<file path="src/rtl/cosine_ci_ctrl.sv">
// Nios II multicycle custom-instruction front end for a pipelined CORDIC cosine core.
// Optional macro COSINE_ZERO_SHORTCUT_EN: +/-0 angles return 1.0 without running the core.
`timescale 1ns/1ps

module cosine_ci_ctrl #(
    parameter int CORE_LATENCY = 2,
    parameter int CNT_W        = 4
) (
    input  logic        clk,
    input  logic        reset,
    input  logic        clk_en,
    input  logic        start,
    input  logic [31:0] dataa,
    output logic [31:0] result,
    output logic        done,
    output logic        core_clk_en,
    output logic [31:0] core_angle,
    input  logic [31:0] core_result
);

    localparam logic [31:0] FLOAT_ONE = 32'h3F80_0000;

    typedef enum logic [1:0] {
        S_IDLE,
        S_RUN,
        S_DONE
    } state_t;

    if (CORE_LATENCY < 1 || (2 ** CNT_W) <= CORE_LATENCY) begin : g_param_check
        $error("cosine_ci_ctrl: CNT_W too narrow for CORE_LATENCY");
    end

    state_t            r_state;
    state_t            w_next_state;
    logic [CNT_W-1:0]  r_cnt;
    logic [31:0]       r_result;
    logic [31:0]       r_core_angle;

    logic              w_start;
    logic              w_shortcut;
    logic              w_last;

    assign w_start = clk_en & start & (r_state == S_IDLE);

`ifdef COSINE_ZERO_SHORTCUT_EN
    assign w_shortcut = (dataa[30:0] == 31'd0);
`else
    assign w_shortcut = 1'b0;
`endif

    // r_cnt counts enabled edges since the angle became valid; the core output is
    // stable once CORE_LATENCY stages have captured, so capture on the edge after that.
    assign w_last = clk_en & (r_cnt == CNT_W'(CORE_LATENCY));

    // State and datapath registers.
    always_ff @(posedge clk) begin
        if (reset) begin
            r_state      <= S_IDLE;
            r_cnt        <= '0;
            r_result     <= '0;
            r_core_angle <= '0;
        end else begin
            // NOTE: non-blocking assignments so every register samples pre-edge values.
            r_state <= w_next_state;
            unique case (r_state)
                S_IDLE: begin
                    if (w_start && w_shortcut) begin
                        r_result <= FLOAT_ONE;
                    end else if (w_start) begin
                        r_core_angle <= dataa;
                        r_cnt        <= '0;
                    end
                end
                S_RUN: begin
                    if (!clk_en) begin
                        r_cnt <= '0;
                    end else if (w_last) begin
                        r_result <= core_result;
                        r_cnt    <= '0;
                    end else begin
                        r_cnt <= r_cnt + CNT_W'(1);
                    end
                end
                default: begin
                    r_cnt <= '0;
                end
            endcase
        end
    end

    // Next-state logic.
    always_comb begin
        // NOTE: default assignment first so no path leaves w_next_state unassigned (no latch).
        w_next_state = r_state;
        unique case (r_state)
            S_IDLE: begin
                if (w_start) begin
                    w_next_state = w_shortcut ? S_DONE : S_RUN;
                end
            end
            S_RUN: begin
                if (w_last) begin
                    w_next_state = S_DONE;
                end
            end
            S_DONE: begin
                w_next_state = S_IDLE;
            end
            default: begin
                w_next_state = S_IDLE;
            end
        endcase
    end

    // Outputs: the core only runs while RUN and the CPU enable are both high,
    // since a low enable flushes the core pipeline.
    always_comb begin
        done        = 1'b0;
        core_clk_en = 1'b0;
        unique case (r_state)
            S_RUN:   core_clk_en = clk_en;
            S_DONE:  done        = 1'b1;
            default: begin
                done        = 1'b0;
                core_clk_en = 1'b0;
            end
        endcase
    end

    assign result     = r_result;
    assign core_angle = r_core_angle;

endmodule

</file>
<file path="config.mk">
export PLATFORM = sky130hd
export DESIGN_NAME = cosine_ci_ctrl
export DESIGN_NICKNAME = d
export VERILOG_FILES = /design/src/rtl/cosine_ci_ctrl.sv
export SDC_FILE = /design/constraint.sdc
export NUM_CORES = 1
export LEC_CHECK = 0
export ABC_AREA = 1
export CORE_MARGIN = 2
export CORE_UTILIZATION = 40
export DETAILED_ROUTE_END_ITERATION = 16
export PLACE_DENSITY = 0.79
export SLEW_MARGIN = 20
export SYNTH_ARGS = -nofsm -noshare
export SYNTH_HDL_FRONTEND = slang
export SYNTH_SLANG_ARGS = --single-unit
</file>
<file path="constraint.sdc">
create_clock -name clk -period 1.6 [get_ports clk]
set_input_delay 0.32 -clock clk [delete_from_list [all_inputs] [get_ports clk]]
set_output_delay 0.32 -clock clk [all_outputs]
set_load 0.03 [all_outputs]
</file>
==> metrics.md <==
| Metric | Value |
|---|---|
| Outcome | `complete, no violations` |
| Vias after detailed routing | `2726` |
| Pin count of the biggest net entering global routing | `63` |
| Fin crit period | `roughly 1.5 ns` |
| Synth warn | `0` |
| Critical Path End | `core_clk_en` |
| Worst reg2reg startpoint | `r_cnt[0]$_SDFFE_PP0P_` |
| Die Area | `roughly 7600 sq um` |
| Clock slew at reported path FFs | `around 0.070 ns` |
| CTS Buffer Depth | `2` |
| DRT Pass-1 Iters | `4` |
| Post-synth cell types | `15` |
| Clock Sink Count | `70` |
| # setup viols final | `0` |
| Row cnt | `30` |
| Clock power frac | `37.4%` |
| Sequential Power Share | `between 40% and 50%` |
| Crit path depth | `4` |
| Max-slew headroom | `77.05%` |
| Die Y | `86.90 um` |
| Initial antenna violation count | `0` |
| Kind of end point of the critical path | `output pin` |
| Drt first-iter violations | `105` |
| Critical path fanouts, max | `4` |
| Internal power | `~0.0029 W` |
| Power per cell area | `884.6 nW/um^2` |
| Antenna-violating nets left | `0` |
| # Max-Cap Violations | `0` |
| Syn Area/Cell | `6.959 sq um` |
| Vias in the first global route | `2678` |
| CP delay by family, top | `buffers and inverters` |
| Hold Violations, Final | `0` |
| Min-delay worst type | `flop to flop` |
| Fillers | `612` |
| Pre-CTS setup slack | `-0.03500 ns` |
| CTS tree | `yes` |
| Final worst path period share | `95.83%` |
| DRT Wirelength | `6870 um` |
| Root buf cell | `clkbuf_8` |
| Finished Cell Area | `4295 sq um` |
| Starting Density | `40.91%` |
| First-pass GRT wire length | `11520 um` |
| Critical R2R Capture | `result[20]$_SDFFE_PP0P_` |
| Startpoint types | `input pin` |
| Post-Syn Area | `2749 sq um` |
| Dpl cell area | `4177 sq um` |
| Flop-to-flop setup slack | `~0.2 ns` |
| Syn Inst Count | `395` |
| Register area share after synthesis | `between 50 and 60%` |
| Post-CTS setup buffer count | `0` |
| Worst VDD drop | `around 630 uV` |
| Final nets | `598` |
| Leak | `around 2.2 nW` |
| Core Area | `6719 sq um` |
| Worst r2r path cells | `9` |
| CP max-delay cell | `clkdlybuf4s50_1` |
| Layout cells sized above 1 | `6.004%` |
| Reported net switching power | `0.0009276 W` |
| Detailed placer's ending HPWL | `4972 um` |
| Fmax | `between 0.6 and 0.7 GHz` |
| Worst endpoint required time | `1.28 ns` |
| Hold buffer count at CTS | `0` |
| GR Overflow Total | `0` |
| CP max stage delay | `0.53 ns` |
| Drt drc | `0` |
| WL per Instance | `11.21 um` |
| Synth Register Bits | `70` |
| Layout Utilization | `63.93%` |
| Layout overhead on the synthesized area | `56.26%` |
| Die X-Extent | `between 80 and 90 um` |
| Most common cell after layout, fill and taps aside | `nor2_1` |
| CP bufs+invs | `3` |
| Clock skew | `between 0.007 and 0.008 ns` |
| Most frequent cells in the layout | `134 x nor2_1, 83 x nand2_1, 70 x dfxtp_1` |
| Top Ports | `134` |
| H-tree Lvls | `3` |
| Cts bufs inserted | `9` |
| Worst skew pair latency | `0.33 ns` |
| Crit-path cells | `clkdlybuf4s50_1 -> inv_1 -> nor2_2 -> buf_4` |
| Total Routing Usage GR | `19.35%` |
| Combinational share of power | `14.4%` |
| Worst slew pin tran | `0.3456 ns` |
| Antenna diodes | `0` |
| Critical Path Source | `clk_en` |
| Port Buffers | `about 130` |
| GPL Wtd Cong | `0.7597` |
| Final Slew Violations | `0` |
| Critical Path AT | `1.21 ns` |
| Setup CP Type | `input pin to output pin` |
| Net Count, Synth | `465` |
| Final worst slack | `0.06664 ns` |
| Vias/cell | `4.447` |
| Switching share of power | `between 20 and 25%` |
==> timing repair <==
action,CTS,global route
hold endpoints to repair,0,0
endpoints found under the setup margin,65,2
gates resized for setup,66,2
==> stage by stage <==
step                hold WS, ns  power (W)  instances    TNS, ns
finish                   0.4790   0.003800        613          0
global route             0.5003   0.003980        613  -0.002411
CTS                      0.4853   0.003844        613          0
detailed placement       0.4722   0.002462        597    -0.2644
global placement         0.4614   0.002452        597          0
floorplan                0.3891   0.002133        395          0
==> flip-flops by register name, indices dropped and copies added (netlist names) <==
signal      count
core_angle     32
r_cnt           4
r_state         2
result         32
==> power by group through the flow <==
stage	Clock (W)	Sequential [W]	Combinational, W
6_report	0.00142	0.00183	0.000547
5_1_grt	0.00155	0.00184	0.000592
4_1_cts	0.00146	0.00183	0.000552
3_5_place_dp	0	0.00187	0.000589
3_3_place_gp	0	0.00187	0.000582
2_1_floorplan	0	0.00198	0.000148
==> area by class of cell <==
type / instances / area [sq um] / area share (%)
multi-input combinational: 263 / 1074 / 24.99
clock buffer: 13 / 158.9 / 3.699
timing repair buffer: 142 / 1361 / 31.69
sequential: 70 / 1401 / 32.62
clock inverter: 3 / 42.54 / 0.9904
tap: 80 / 100.1 / 2.330
inverter: 42 / 157.7 / 3.670
==> cell families (layout without fill, tap and decap cells) <==
group	Yosys count	in the layout	share of synthesized area, %
fa+ha+maj	2	2	0.9102
simple gates	226	226	31.50
buf+inv	62	200	10.24
compound gates	35	35	6.372
flops	70	70	50.98
==> how the worst min path moves through the flow <==
stage / startpoint / endpoint / slack [ns] / cells after the start
after global routing: core_angle[21]$_SDFFE_PP0P_ / core_angle[21]$_SDFFE_PP0P_ / 0.50 / 2
final: core_angle[29]$_SDFFE_PP0P_ / core_angle[29]$_SDFFE_PP0P_ / 0.48 / 2
after floorplan: reset / r_cnt[1]$_SDFFE_PP0P_ / 0.39 / 1
after detailed placement: core_angle[28]$_SDFFE_PP0P_ / core_angle[28]$_SDFFE_PP0P_ / 0.47 / 2
after global placement: core_angle[26]$_SDFFE_PP0P_ / core_angle[26]$_SDFFE_PP0P_ / 0.46 / 2
after CTS: core_angle[28]$_SDFFE_PP0P_ / core_angle[28]$_SDFFE_PP0P_ / 0.49 / 2
==> worst reg2reg max path, cell delays in order, from the launching register on <==
cell and delay, ns:
dfxtp_1 0.35, inv_1 0.08, ha_1 0.20, nand2_1 0.07
inv_2 0.04, nand3_2 0.09, buf_12 0.25, nand2_1 0.11
nand2_1 0.06, nor2_1 0.04
==> layer usage <==
layer	vias to the layer above	track usage [%]	share of wire, %
met1	1196	21.30	41
met2	72	32.89	49
met5	-	0	0
met3	19	5.308	5.5
li1	1439	-	-
met4	0	11.93	4.0
==> cells in the mapped netlist <==
library cell / instances / share of area [%]
a21oi_1: 3 / 0.55
inv_1: 40 / 5.5
buf_6: 5 / 2.0
nand2_1: 83 / 11
dfxtp_1: 70 / 51
clkbuf_1: 8 / 1.1
nor2_1: 135 / 18
nand3_2: 1 / 0.36
inv_2: 2 / 0.27
buf_4: 1 / 0.27
buf_2: 6 / 1.1
o21ai_0: 32 / 5.8
nor2_2: 2 / 0.46
ha_1: 2 / 0.91
nand3_1: 5 / 0.91
Note: power is estimated with default switching activity, not from simulation.
